[src/rtl/dump_pkg.sv]
// Shared types and constants for the RAM dump reader and its RAM-side neighbours.
// The RAM encodings must match what the RAM and the MEM-stage control use.
package dump_pkg;

  typedef enum logic [1:0] {
    IDLE = 2'd0,
    READ = 2'd1,
    SEND = 2'd2,
    DONE = 2'd3
  } dump_state_e;

  localparam int unsigned WORD_STEP = 4;
  localparam int unsigned MAX_WORDS = 64;

  localparam logic RW_READ   = 1'b0;
  localparam logic SIZE_WORD = 1'b1;

endpackage

[src/rtl/ram_dump_reader.sv]
// Walks a word-aligned RAM range after a start pulse and streams each 32-bit word
// with its byte address over valid/ready; read-only, two cycles per word.
module ram_dump_reader
  import dump_pkg::*;
#(
  parameter int unsigned ADDR_W = 8,
  parameter int unsigned DATA_W = 32,
  parameter int unsigned CNT_W  = 7
) (
  input  logic              clk,
  input  logic              R,
  input  logic              start,
  input  logic [ADDR_W-1:0] base_addr,
  input  logic [CNT_W-1:0]  word_count,
  output logic              mem_E,
  output logic              mem_RW,
  output logic              mem_Size,
  output logic [ADDR_W-1:0] mem_A,
  input  logic [DATA_W-1:0] mem_DO,
  output logic              out_valid,
  input  logic              out_ready,
  output logic [DATA_W-1:0] out_data,
  output logic [ADDR_W-1:0] out_addr,
  output logic              busy,
  output logic              done
);

  dump_state_e       state_q, state_d;
  logic [ADDR_W-1:0] addr_q;
  logic [ADDR_W-1:0] addr_out_q;
  logic [DATA_W-1:0] data_q;
  logic [CNT_W-1:0]  remaining_q;
  logic [CNT_W-1:0]  count_clamped;
  logic              last_word;

  assign count_clamped = (word_count > CNT_W'(MAX_WORDS)) ? CNT_W'(MAX_WORDS) : word_count;
  assign last_word     = (remaining_q == CNT_W'(1));

  always_ff @(posedge clk or posedge R) begin
    if (R) begin
      state_q <= IDLE;
    end else begin
      state_q <= state_d;
    end
  end

  always_comb begin
    state_d = state_q;
    unique case (state_q)
      IDLE: begin
        if (start) begin
          state_d = (count_clamped == '0) ? DONE : READ;
        end
      end
      READ: state_d = SEND;
      SEND: begin
        if (out_ready) begin
          state_d = last_word ? DONE : READ;
        end
      end
      DONE:    state_d = IDLE;
      default: state_d = IDLE;
    endcase
  end

  always_comb begin
    mem_E     = 1'b0;
    mem_RW    = RW_READ;
    mem_Size  = 1'b0;
    mem_A     = '0;
    out_valid = 1'b0;
    done      = 1'b0;
    busy      = (state_q != IDLE);
    unique case (state_q)
      READ: begin
        mem_E    = 1'b1;
        mem_Size = SIZE_WORD;
        mem_A    = addr_q;
      end
      SEND:    out_valid = 1'b1;
      DONE:    done = 1'b1;
      default: ;
    endcase
  end

  // Address wraps naturally at the top of the RAM through the ADDR_W-bit add.
  always_ff @(posedge clk or posedge R) begin
    if (R) begin
      addr_q      <= '0;
      addr_out_q  <= '0;
      data_q      <= '0;
      remaining_q <= '0;
    end else begin
      unique case (state_q)
        IDLE: begin
          if (start && (count_clamped != '0)) begin
            addr_q      <= {base_addr[ADDR_W-1:2], 2'b00};
            remaining_q <= count_clamped;
          end
        end
        READ: begin
          data_q     <= mem_DO;
          addr_out_q <= addr_q;
        end
        SEND: begin
          if (out_ready) begin
            remaining_q <= remaining_q - CNT_W'(1);
            if (!last_word) begin
              addr_q <= addr_q + ADDR_W'(WORD_STEP);
            end
          end
        end
        default: ;
      endcase
    end
  end

  assign out_data = data_q;
  assign out_addr = addr_out_q;

endmodule

[config.mk]
export PLATFORM = sky130hd
export DESIGN_NAME = ram_dump_reader
export DESIGN_NICKNAME = d
export VERILOG_FILES = /design/src/rtl/dump_pkg.sv /design/src/rtl/ram_dump_reader.sv
export SDC_FILE = /design/constraint.sdc
export NUM_CORES = 1
export LEC_CHECK = 0
export ABC_AREA = 1
export CORE_MARGIN = 4
export CORE_UTILIZATION = 30
export CTS_CLUSTER_DIAMETER = 150
export DETAILED_ROUTE_END_ITERATION = 10
export PLACE_DENSITY = 0.63
export SLEW_MARGIN = 20
export SYNTH_ARGS = -nofsm -noshare
export SYNTH_HDL_FRONTEND = slang
export SYNTH_SLANG_ARGS = --single-unit
[constraint.sdc]
create_clock -name clk -period 3.1 [get_ports clk]
set_input_delay 0.465 -clock clk [delete_from_list [all_inputs] [get_ports clk]]
set_output_delay 0.465 -clock clk [all_outputs]
set_load 0.03 [all_outputs]
======== After elaboration in Yosys (flattened, before gate mapping) ========
Cells that the tools add are included.
word-level totals
  bits of input ports ..................... 51
  word-level logic and storage cells ...... 42
  output and inout bits ................... 54
  register bits after elaboration ......... 57
operators by class
  equality and inequality tests ........... 8
  magnitude comparators ................... 1
  muxes and demuxes ....................... 17
  reductions and logical operators ........ 9
  add/sub/neg operators ................... 2
operators by type and width
  operator                                                             number
  8-bit 2-to-1 mux                                                     4
  7-bit 2-to-1 mux                                                     3
  8-bit case mux with 2 select lines                                   1
  7-bit case mux with 2 select lines                                   1
  8-bit by 3-bit adder with 8-bit output (second input constant)       1
  2-bit 2-to-1 mux                                                     4
  2-bit != test (second input constant)                                4
  2-bit case mux with 4 select lines                                   1
  7-bit by 1-bit == test with 1-bit output (second input constant)     1
  7-bit > comparator (second input constant)                           1
  7-bit logical NOT                                                    1
  7-bit nonzero test                                                   1
  7-bit by 1-bit subtractor with 7-bit output (second input constant)  1
  2-bit == test (second input constant)                                2
  4-bit AND reduction                                                  1
  2-bit nonzero test                                                   2
  1-bit 2-to-1 mux                                                     3
  3-bit AND reduction                                                  1
  2-bit by 1-bit == test with 1-bit output (second input constant)     1
  2-bit logical NOT                                                    1
  2-bit AND reduction                                                  1
  1-bit logical AND                                                    1

======== Depth between registers and ports, before layout ========
Gate-level depths: netlist (run 1).
  word-level depth ........................ 6
  mapped depth ............................ 9
  gate-level depth less buffers ........... 9

======== Worst setup path before layout (run 1) ========
OpenSTA, ideal clock, no wires.
  kind .................................... flip-flop to output port
  start ................................... reg state_q[1]
  end ..................................... out mem_Size
  cell stages (with the launch flop) ...... 4
  path slack .............................. 1204 ps
  arrival ................................. 1431 ps
  data required time ...................... 2635 ps
  path buffers ............................ 2
  path through ............................ dfrtp_1 -> nor2_2 -> clkbuf_1 -> buf_4
on the way
  cells in the longest elaborated chain, start to end .. 2
ends and longest elaborated chain
  item                                      RTL line               source
  from (decl)                               ram_dump_reader.sv:28  dump_state_e state_q, state_d;
  from (signal assigned)                    ram_dump_reader.sv:43  state_q <= state_d;
  2-bit by 1-bit == test with 1-bit output  n/a
  1-bit 2-to-1 mux                          n/a
  to (decl)                                 ram_dump_reader.sv:17  output logic mem_Size,
No other way between the ends.

======== Worst setup path after layout (run 1) ========
  start ................................... reg state_q[0]
  end ..................................... out out_valid
on the way
  cells in the longest elaborated chain, start to end .. 2
ends and longest elaborated chain
  item              RTL line               source
  2-bit == test     ram_dump_reader.sv:74  unique case (state_q)
  1-bit 2-to-1 mux  ram_dump_reader.sv:74
  to (decl)         ram_dump_reader.sv:20  output logic out_valid,
No other way between the ends.

==> impl_metrics.env, run 1 <==
export IMPL_status="finished, final reports clean"
export IMPL_fin_cells=528
export IMPL_area_delta_synth_final_pct=45.1
export IMPL_worstHoldPathType="reg2reg"
export IMPL_die_x_um=99.9
export IMPL_ys_flop_type="dfrtp_1"
export IMPL_critPathBufInv=3
export IMPL_post_cts_buffers=0
export IMPL_pwr_density_cell_mw_per_mm2=1100
export IMPL_syn_inst=328
export IMPL_cts_tree="done"
export IMPL_drcViolationCount=0
export IMPL_nets=476
export IMPL_worstReg2RegStart="state_q[0]"
export IMPL_grt_pass1_vias=2349
export IMPL_timing_final_crit_share_pct=81.1
export IMPL_synth_async_reset_ratio_pct=100
export IMPL_drt_iter0_markers=84
export IMPL_drv_cap=0
export IMPL_clk_latency_ns=0.30
export IMPL_hold_buffers=0
export IMPL_cts_resized=0
export IMPL_rr_endpoint="remaining_q[6]"
export IMPL_cts_max_level=2
export IMPL_dp_hpwl_um=4840
export IMPL_avgSynthCellArea_um2=7.73
export IMPL_ys_ff_latch=53
export IMPL_cp_end_kind="primary output"
export IMPL_num_rows=33
export IMPL_critPathMaxStageDelay_ns=0.72
export IMPL_io_buffers=97
export IMPL_syn_area_mm2=0.00254
export IMPL_fin_skew_ns=0.00880
export IMPL_grt_total_usage_pct=13.6
export IMPL_path_cells="inv_1 -> nand2_2 -> inv_2 -> clkdlybuf4s50_1"
export IMPL_cts_buffer_depth=2
export IMPL_synth_edf_count=0
export IMPL_synth_distinct_cells=26
export IMPL_core_area_mm2=0.00822
export IMPL_vias=2331
export IMPL_finalHoldViolCount=0
export IMPL_wl_um=6530
export IMPL_fin_crit_ns=2.51
export IMPL_crit_arrival_ns=2.05
export IMPL_multiInputGateArea_mm2=0.00105
export IMPL_r2r_slack_ns=1.48
export IMPL_start_util_pct=30.9
export IMPL_min_path_cells=2
export IMPL_setup_tns_final_ns=0
export IMPL_cpMaxStageDelayCell="clkdlybuf4s50_1"
export IMPL_holdCritStartpoint="out_data[15]"
export IMPL_clkSlewWorstSetupHoldPaths_ns=0.10
export IMPL_crit_fanout=15
export IMPL_regArea_mm2=0.00133
export IMPL_cts_made_buffers=5
export IMPL_place_inst=520
export IMPL_reg2regPathDepth=8
export IMPL_max_slew_margin_pct=44.2
export IMPL_start_kind="flip-flop"
export IMPL_criticalPathCategory="reg2out"
export IMPL_yosysWarnings=0
export IMPL_cts_sinks=53
export IMPL_wl_per_cell_um=12.4
export IMPL_setup_viol=0
export IMPL_grt_setup_unrepaired="false"
export IMPL_n_antenna_cell=0
export IMPL_worstMarginPinSlew_ns=0.837
export IMPL_routed_via_density=4.41
export IMPL_clock_fmax_mhz=398
export IMPL_ys_seq_area_share_pct=52.3
export IMPL_peakVddDrop_mv=0.536
export IMPL_ant_nets=0
export IMPL_critPathTopFamily="buffers and inverters"
export IMPL_grt_antenna_before_repair=0
export IMPL_gp_congestion=0.845
export IMPL_setup_ws_ns=0.586
export IMPL_n_fill_cell=835
export IMPL_grt_max_degree=51
export IMPL_min_to="out_data[15]"
export IMPL_cts_root_buffer="clkbuf_8"
export IMPL_final_common_cell="nand2_1"
export IMPL_die_h_um=99.9
export IMPL_p_leak_nw=1.82
export IMPL_crit_required_ns=2.63
export IMPL_num_io_pins=105
export IMPL_mostFrequentLayoutCells="154 x nand2_1, 91 x clkdlybuf4s50_1, 53 x dfrtp_1"
export IMPL_overflow=0
export IMPL_drive_gt1_share_pct=6.38
export IMPL_dp_slack_ns=0.933
export IMPL_grt_pass1_wl_um=11200
export IMPL_drv_slew=0
export IMPL_first_pass_iters=4
export IMPL_dieArea_mm2=0.00999
synthesized netlist by cell type (2+ instances only):
cell	number	area share, %
nor2_1	21	3.1
o21ai_0	4	0.79
a31oi_1	3	0.74
buf_2	2	0.39
nand2_2	2	0.49
nor2_2	2	0.49
a21oi_1	2	0.39
nor2_4	2	0.89
inv_1	20	3.0
ha_1	3	1.5
nand3_1	16	3.2
o21ai_1	15	3.0
dfrtp_1	53	52
clkbuf_1	8	1.2
nand2_1	154	23
nand4_1	5	1.2
buf_4	6	1.8
inv_2	2	0.30
worst min-delay path: stages (launching register included):
cell     delay [ns]
dfrtp_1        0.35
nand2_1        0.05
nand2_1        0.05
metal layers:
| layer | track usage, % | vias to the layer above | share of wire (%) |
|---|---|---|---|
| li1 | - | 1194 | - |
| met1 | 18.6 | 1049 | 46 |
| met2 | 22.3 | 79 | 46 |
| met3 | 1.74 | 9 | 5.4 |
| met4 | 4.73 | 0 | 1.8 |
| met5 | 0 | - | 0 |
cells by family (layout without fill, tap and decap cells):
group                    after synthesis  count (layout)  share of synthesized area [%]
adder cells (fa/ha/maj)                3               3                           1.48
other                                  1               5                          0.148
AND/OR/NAND/NOR                      204             204                           32.8
AO/OA/AOI/OAI                         26              26                           5.48
flip-flops                            53              53                           52.3
XOR/XNOR                               1               1                          0.345
multiplexers                           1               1                          0.395
buffers and inverters                 39             130                           7.05
how the worst max path moves through the flow:
| stage | slack (ns) | startpoint | end | cells past startpoint |
|---|---|---|---|---|
| after global routing | 0.46 | state_q[0] | out_valid | 4 |
| final | 0.59 | state_q[0] | out_valid | 4 |
| after CTS | 0.58 | state_q[0] | out_valid | 4 |
| after global placement | 0.95 | state_q[0] | out_valid | 4 |
| after detailed placement | 0.93 | state_q[0] | out_valid | 4 |
| after floorplan | 1.20 | state_q[1] | mem_Size | 3 |
report_power, final:
part | total [mW] | internal (mW) | switching [mW]
sequential | 1.25 | 1.02 | 0.226
clock | 0.485 | 0.264 | 0.221
combinational | 2.31 | 0.866 | 1.44
total | 4.04 | 2.15 | 1.89
state kept, by name, indices dropped and copies added (netlist names):
register     flops
state_q          2
out_data        32
addr_q           6
out_addr         6
remaining_q      7
area by class of cell:
cell class,count,share of cell area (%)
clock buffers,7,2.35
flip-flops and latches,53,36.0
inverters,22,2.24
well taps,105,3.57
clock inverters,1,0.816
repair buffers,100,26.6
multi-input cells,240,28.4
per-stage QoR:
stage / area, um2 / total power, mW / utilization, % / hold WS [ns]
after floorplan: 2550 / 2.74 / - / 0.471
after global placement: 3560 / 3.55 / 43.4 / 0.455
after detailed placement: 3560 / 3.60 / 43.4 / 0.458
after CTS: 3680 / 4.10 / 44.8 / 0.480
after global routing: 3680 / 4.37 / 44.8 / 0.510
final: 3680 / 4.04 / 44.8 / 0.476
No activity file was read; power rests on OpenSTA's default activity.
==> run 2: changes to the inputs <==
Clock period 3.1 ns to 2.5 ns, I/O delays scaled along.
==> impl_metrics.env, run 2 (synthesis gave the netlist of run 1 again) <==
export IMPL_timing_final_crit_share_pct=88.1
export IMPL_drv_cap=0
export IMPL_crit_arrival_ns=1.83
export IMPL_status="finished, final reports clean"
export IMPL_die_h_um=99.9
export IMPL_clk_latency_ns=0.30
export IMPL_cp_end_kind="primary output"
export IMPL_p_seq_share_pct=31.6
export IMPL_peakVddDrop_mv=0.596
export IMPL_grt_setup_unrepaired="false"
export IMPL_clkSlewWorstSetupHoldPaths_ns=0.10
export IMPL_nets=477
export IMPL_dieArea_mm2=0.00999
export IMPL_ant_nets=0
export IMPL_mostFrequentLayoutCells="154 x nand2_1, 89 x clkdlybuf4s50_1, 53 x dfrtp_1"
export IMPL_worstHoldPathType="in2async"
export IMPL_pwr_density_cell_mw_per_mm2=1340
export IMPL_finalPower_mw=4.89
export IMPL_reg2regPathDepth=9
export IMPL_p_leak_nw=1.81
export IMPL_max_slew_margin_pct=46.2
export IMPL_worstReg2RegStart="state_q[0]"
export IMPL_largest_reg_flops=32
export IMPL_hold_buffers=0
export IMPL_n_antenna_cell=0
export IMPL_crit_fanout=14
export IMPL_setup_worst_path_start="state_q[0]"
export IMPL_intPower_mw=2.54
export IMPL_grt_antenna_before_repair=0
export IMPL_cts_resized=0
export IMPL_cts_max_level=2
export IMPL_area_delta_synth_final_pct=44.1
export IMPL_drive_gt1_share_pct=7.31
export IMPL_core_area_mm2=0.00822
export IMPL_first_pass_iters=4
export IMPL_rr_endpoint="remaining_q[6]"
export IMPL_final_area_mm2=0.00365
export IMPL_grt_max_degree=51
export IMPL_clock_fmax_mhz=454
export IMPL_cts_sinks=53
export IMPL_criticalPathCategory="reg2out"
export IMPL_start_kind="flip-flop"
export IMPL_dp_hpwl_um=4900
export IMPL_cts_buffer_depth=2
export IMPL_routed_via_density=4.43
export IMPL_setup_viol=0
export IMPL_die_x_um=99.9
export IMPL_num_io_pins=105
export IMPL_drv_slew=0
export IMPL_grt_pass1_vias=2312
export IMPL_drt_iter0_markers=57
export IMPL_wl_um=6560
export IMPL_fin_skew_ns=0.00631
export IMPL_drcViolationCount=0
export IMPL_setup_tns_final_ns=0
export IMPL_grt_pass1_wl_um=10900
export IMPL_post_cts_buffers=0
export IMPL_io_buffers=97
export IMPL_swShare_pct=48.1
export IMPL_cts_root_buffer="clkbuf_8"
export IMPL_worstMarginPinSlew_ns=0.808
export IMPL_switchingPower_mw=2.35
export IMPL_vias=2342
export IMPL_fin_crit_ns=2.20
export IMPL_gp_congestion=0.834
export IMPL_grt_total_usage_pct=13.5
export IMPL_cts_tree="done"
export IMPL_place_area_mm2=0.00357
export IMPL_start_util_pct=30.9
export IMPL_cp_endpoint="out_valid"
export IMPL_num_rows=33
export IMPL_final_common_cell="nand2_1"
export IMPL_finalHoldViolCount=0
export IMPL_wl_per_cell_um=12.4
export IMPL_overflow=0
export IMPL_r2r_slack_ns=0.86
export IMPL_cts_made_buffers=5
export IMPL_clockPowerShare_pct=9.7
export IMPL_crit_required_ns=2.12
export IMPL_comb_power_share_pct=58.7
run 2: changes by cell type in the layout (fill, tap and decap cells not counted):
cell | before | now
clkbuf_8 | 6 | 5
clkdlybuf4s50_1 | 91 | 89
buf_4 | 9 | 12
clkbuf_1 | 1 | 0
bufinv_16 | 1 | 0
clkinvlp_4 | 0 | 1
clkinv_2 | 0 | 2
run 2: critical path, cell delays in order (launching register included):
cell and delay [ns]:
dfrtp_1 0.39, inv_1 0.14, nand2_2 0.07, inv_2 0.20, clkdlybuf4s50_1 0.72
run 2: worst min path at each step:
| stage | endpoint | cells past startpoint | start |
|---|---|---|---|
| 2_1_floorplan | remaining_q[6] | 2 | remaining_q[6] |
| 3_3_place_gp | out_data[14] | 2 | out_data[14] |
| 3_5_place_dp | out_data[21] | 2 | out_data[21] |
| 4_1_cts | out_data[21] | 2 | out_data[21] |
| 5_1_grt | out_data[20] | 2 | out_data[20] |
| 6_report | out_data[26] | 2 | R |
run 2: per-layer routing:
layer	routed length [um]	global-route usage, %	up-vias
li1	-	-	1195
met1	2990	17.6	1079
met2	3120	22.9	63
met3	375	1.81	5
met4	80	4.41	0
met5	0	0	-
run 2: metrics by stage:
stage | utilization, % | worst slack [ns] | instances | hold slack [ns]
finish | 44.5 | 0.296 | 529 | 0.471
global route | 44.5 | 0.147 | 529 | 0.504
CTS | 44.5 | 0.269 | 529 | 0.482
detailed placement | 43.4 | 0.547 | 521 | 0.458
global placement | 43.4 | 0.591 | 521 | 0.455
floorplan | - | 0.694 | 332 | 0.471
run 2: area by class of cell:
type / instances / area, um2
repair buffers: 101 / 981
clock buffers: 5 / 68.8
fillers: 848 / 4560
well taps: 105 / 131
flip-flops and latches: 53 / 1330
multi-input cells: 240 / 1050
inverters: 22 / 82.6
clock inverters: 3 / 17.5
run 2: power by group through the flow:
stage,Clock [mW],Sequential [mW],Combinational (mW)
finish,0.475,1.55,2.87
global route,0.529,1.61,3.16
CTS,0.505,1.55,2.92
detailed placement,0,1.56,2.91
global placement,0,1.55,2.87
floorplan,0,2.10,1.29
==> run 3: changes to the inputs <==
Settings changed: CORE_MARGIN 4 to 10.
==> impl_metrics.env, run 3 (synthesis gave the netlist of run 1 again) <==
export IMPL_die_h_um=112
export IMPL_crit_arrival_ns=1.82
export IMPL_setup_tns_final_ns=0
export IMPL_peakVddDrop_mv=0.713
export IMPL_start_util_pct=30.9
export IMPL_p_seq_share_pct=31.4
export IMPL_critPathMaxStageDelay_ns=0.72
export IMPL_timing_final_crit_share_pct=87.9
export IMPL_num_rows=33
export IMPL_largest_reg_flops=32
export IMPL_place_inst=521
export IMPL_overflow=0
export IMPL_mostFrequentLayoutCells="154 x nand2_1, 89 x clkdlybuf4s50_1, 53 x dfrtp_1"
export IMPL_grt_antenna_before_repair=0
export IMPL_cts_resized=0
export IMPL_fin_skew_ns=0.00674
export IMPL_fin_cells=529
export IMPL_post_cts_buffers=0
export IMPL_hold_slack_ns=0.450
export IMPL_drt_iter0_markers=77
export IMPL_swShare_pct=48.2
export IMPL_final_common_cell="nand2_1"
export IMPL_die_x_um=112
export IMPL_dieArea_mm2=0.0125
export IMPL_clockPowerShare_pct=9.8
export IMPL_grt_total_usage_pct=11.1
export IMPL_switchingPower_mw=2.37
export IMPL_comb_power_share_pct=58.8
export IMPL_wl_um=7130
export IMPL_cts_tree="done"
export IMPL_worstHoldPathType="in2async"
export IMPL_max_slew_margin_pct=60.2
export IMPL_setup_viol=0
export IMPL_fin_crit_ns=2.20
export IMPL_drcViolationCount=0
export IMPL_pwr_density_cell_mw_per_mm2=1340
export IMPL_hold_buffers=0
export IMPL_cp_end_kind="primary output"
export IMPL_cpMaxStageDelayCell="clkdlybuf4s50_1"
export IMPL_cts_max_level=2
export IMPL_cts_sinks=53
export IMPL_n_antenna_cell=0
export IMPL_grt_pass1_vias=2326
export IMPL_drv_cap=0
export IMPL_routed_via_density=4.36
export IMPL_grt_setup_unrepaired="false"
export IMPL_clock_fmax_mhz=455
export IMPL_start_kind="flip-flop"
export IMPL_cts_made_buffers=5
export IMPL_num_io_pins=105
export IMPL_drive_gt1_share_pct=7.08
export IMPL_first_pass_iters=4
export IMPL_grt_max_degree=34
export IMPL_ant_nets=0
export IMPL_clk_latency_ns=0.30
export IMPL_vias=2306
export IMPL_wl_per_cell_um=13.5
export IMPL_area_delta_synth_final_pct=44.6
export IMPL_grt_pass1_wl_um=11800
export IMPL_status="finished, final reports clean"
export IMPL_worstMarginPinSlew_ns=0.596
export IMPL_core_area_mm2=0.00822
export IMPL_dp_hpwl_um=5450
export IMPL_cts_root_buffer="clkbuf_8"
export IMPL_gp_congestion=0.838
export IMPL_io_buffers=97
export IMPL_intPower_mw=2.55
export IMPL_cts_buffer_depth=2
export IMPL_criticalPathCategory="reg2out"
export IMPL_clkSlewWorstSetupHoldPaths_ns=0.10
export IMPL_crit_required_ns=2.12
export IMPL_nets=477
export IMPL_path_cells="inv_1 -> nand2_2 -> inv_2 -> clkdlybuf4s50_1"
export IMPL_crit_fanout=14
export IMPL_finalHoldViolCount=0
export IMPL_drv_slew=0
export IMPL_p_leak_nw=1.81
## run 3: area by class of cell
type	count	area, um2
timing repair buffer	101	993
clock inverter	2	15.0
sequential	53	1330
tap	105	131
inverter	22	82.6
multi-input combinational	240	1050
fill	836	4550
clock buffer	6	72.6
## run 3: power groups by stage
| stage | logic (mW) | clock network (mW) | registers [mW] |
|---|---|---|---|
| after global routing | 3.19 | 0.544 | 1.61 |
| after CTS | 2.95 | 0.512 | 1.55 |
| final | 2.89 | 0.484 | 1.55 |
| after detailed placement | 2.94 | 0 | 1.56 |
| after floorplan | 1.29 | 0 | 2.10 |
| after global placement | 2.90 | 0 | 1.55 |
## run 3: worst max-delay path, delay by kind of cell (launching register included)
kind | cells | cell delay, ns
AND/OR/NAND/NOR | 1 | 0.07
buffers and inverters | 3 | 1.05
flip-flops | 1 | 0.39
## run 3: worst paths after layout
| check | startpoint | to | slack [ns] | cells after the start |
|---|---|---|---|---|
| min in group clk | out_data[6] | out_data[6] | 0.48 | 2 |
| hold reg to reg | out_data[6] | out_data[6] | 0.48 | 2 |
| setup / recovery | state_q[0] | out_valid | 0.30 | 4 |
| max in group asynchronous | R | remaining_q[2] | 1.48 | 3 |
| setup reg to reg | state_q[1] | out_data[8] | 0.79 | 5 |
| hold / removal | R | out_data[24] | 0.45 | 2 |
## run 3: per-stage QoR
stage                     total power, mW  setup WS [ns]  cell area, um2  utilization (%)
after floorplan                      3.40          0.694            2550                -
after global placement               4.45          0.594            3580             43.6
after detailed placement             4.50          0.568            3580             43.6
after CTS                            5.01          0.283            3670             44.6
after global routing                 5.34          0.197            3670             44.6
final                                4.92          0.304            3670             44.6
## run 3: layer usage
layer / GRT usage [%] / routed length [um] / share of wire, %
met3: 2.31 / 324 / 4.5
met2: 17.5 / 3280 / 46
met5: 0 / 0 / 0
met1: 14.8 / 3460 / 49
met4: 3.64 / 62 / 0.87
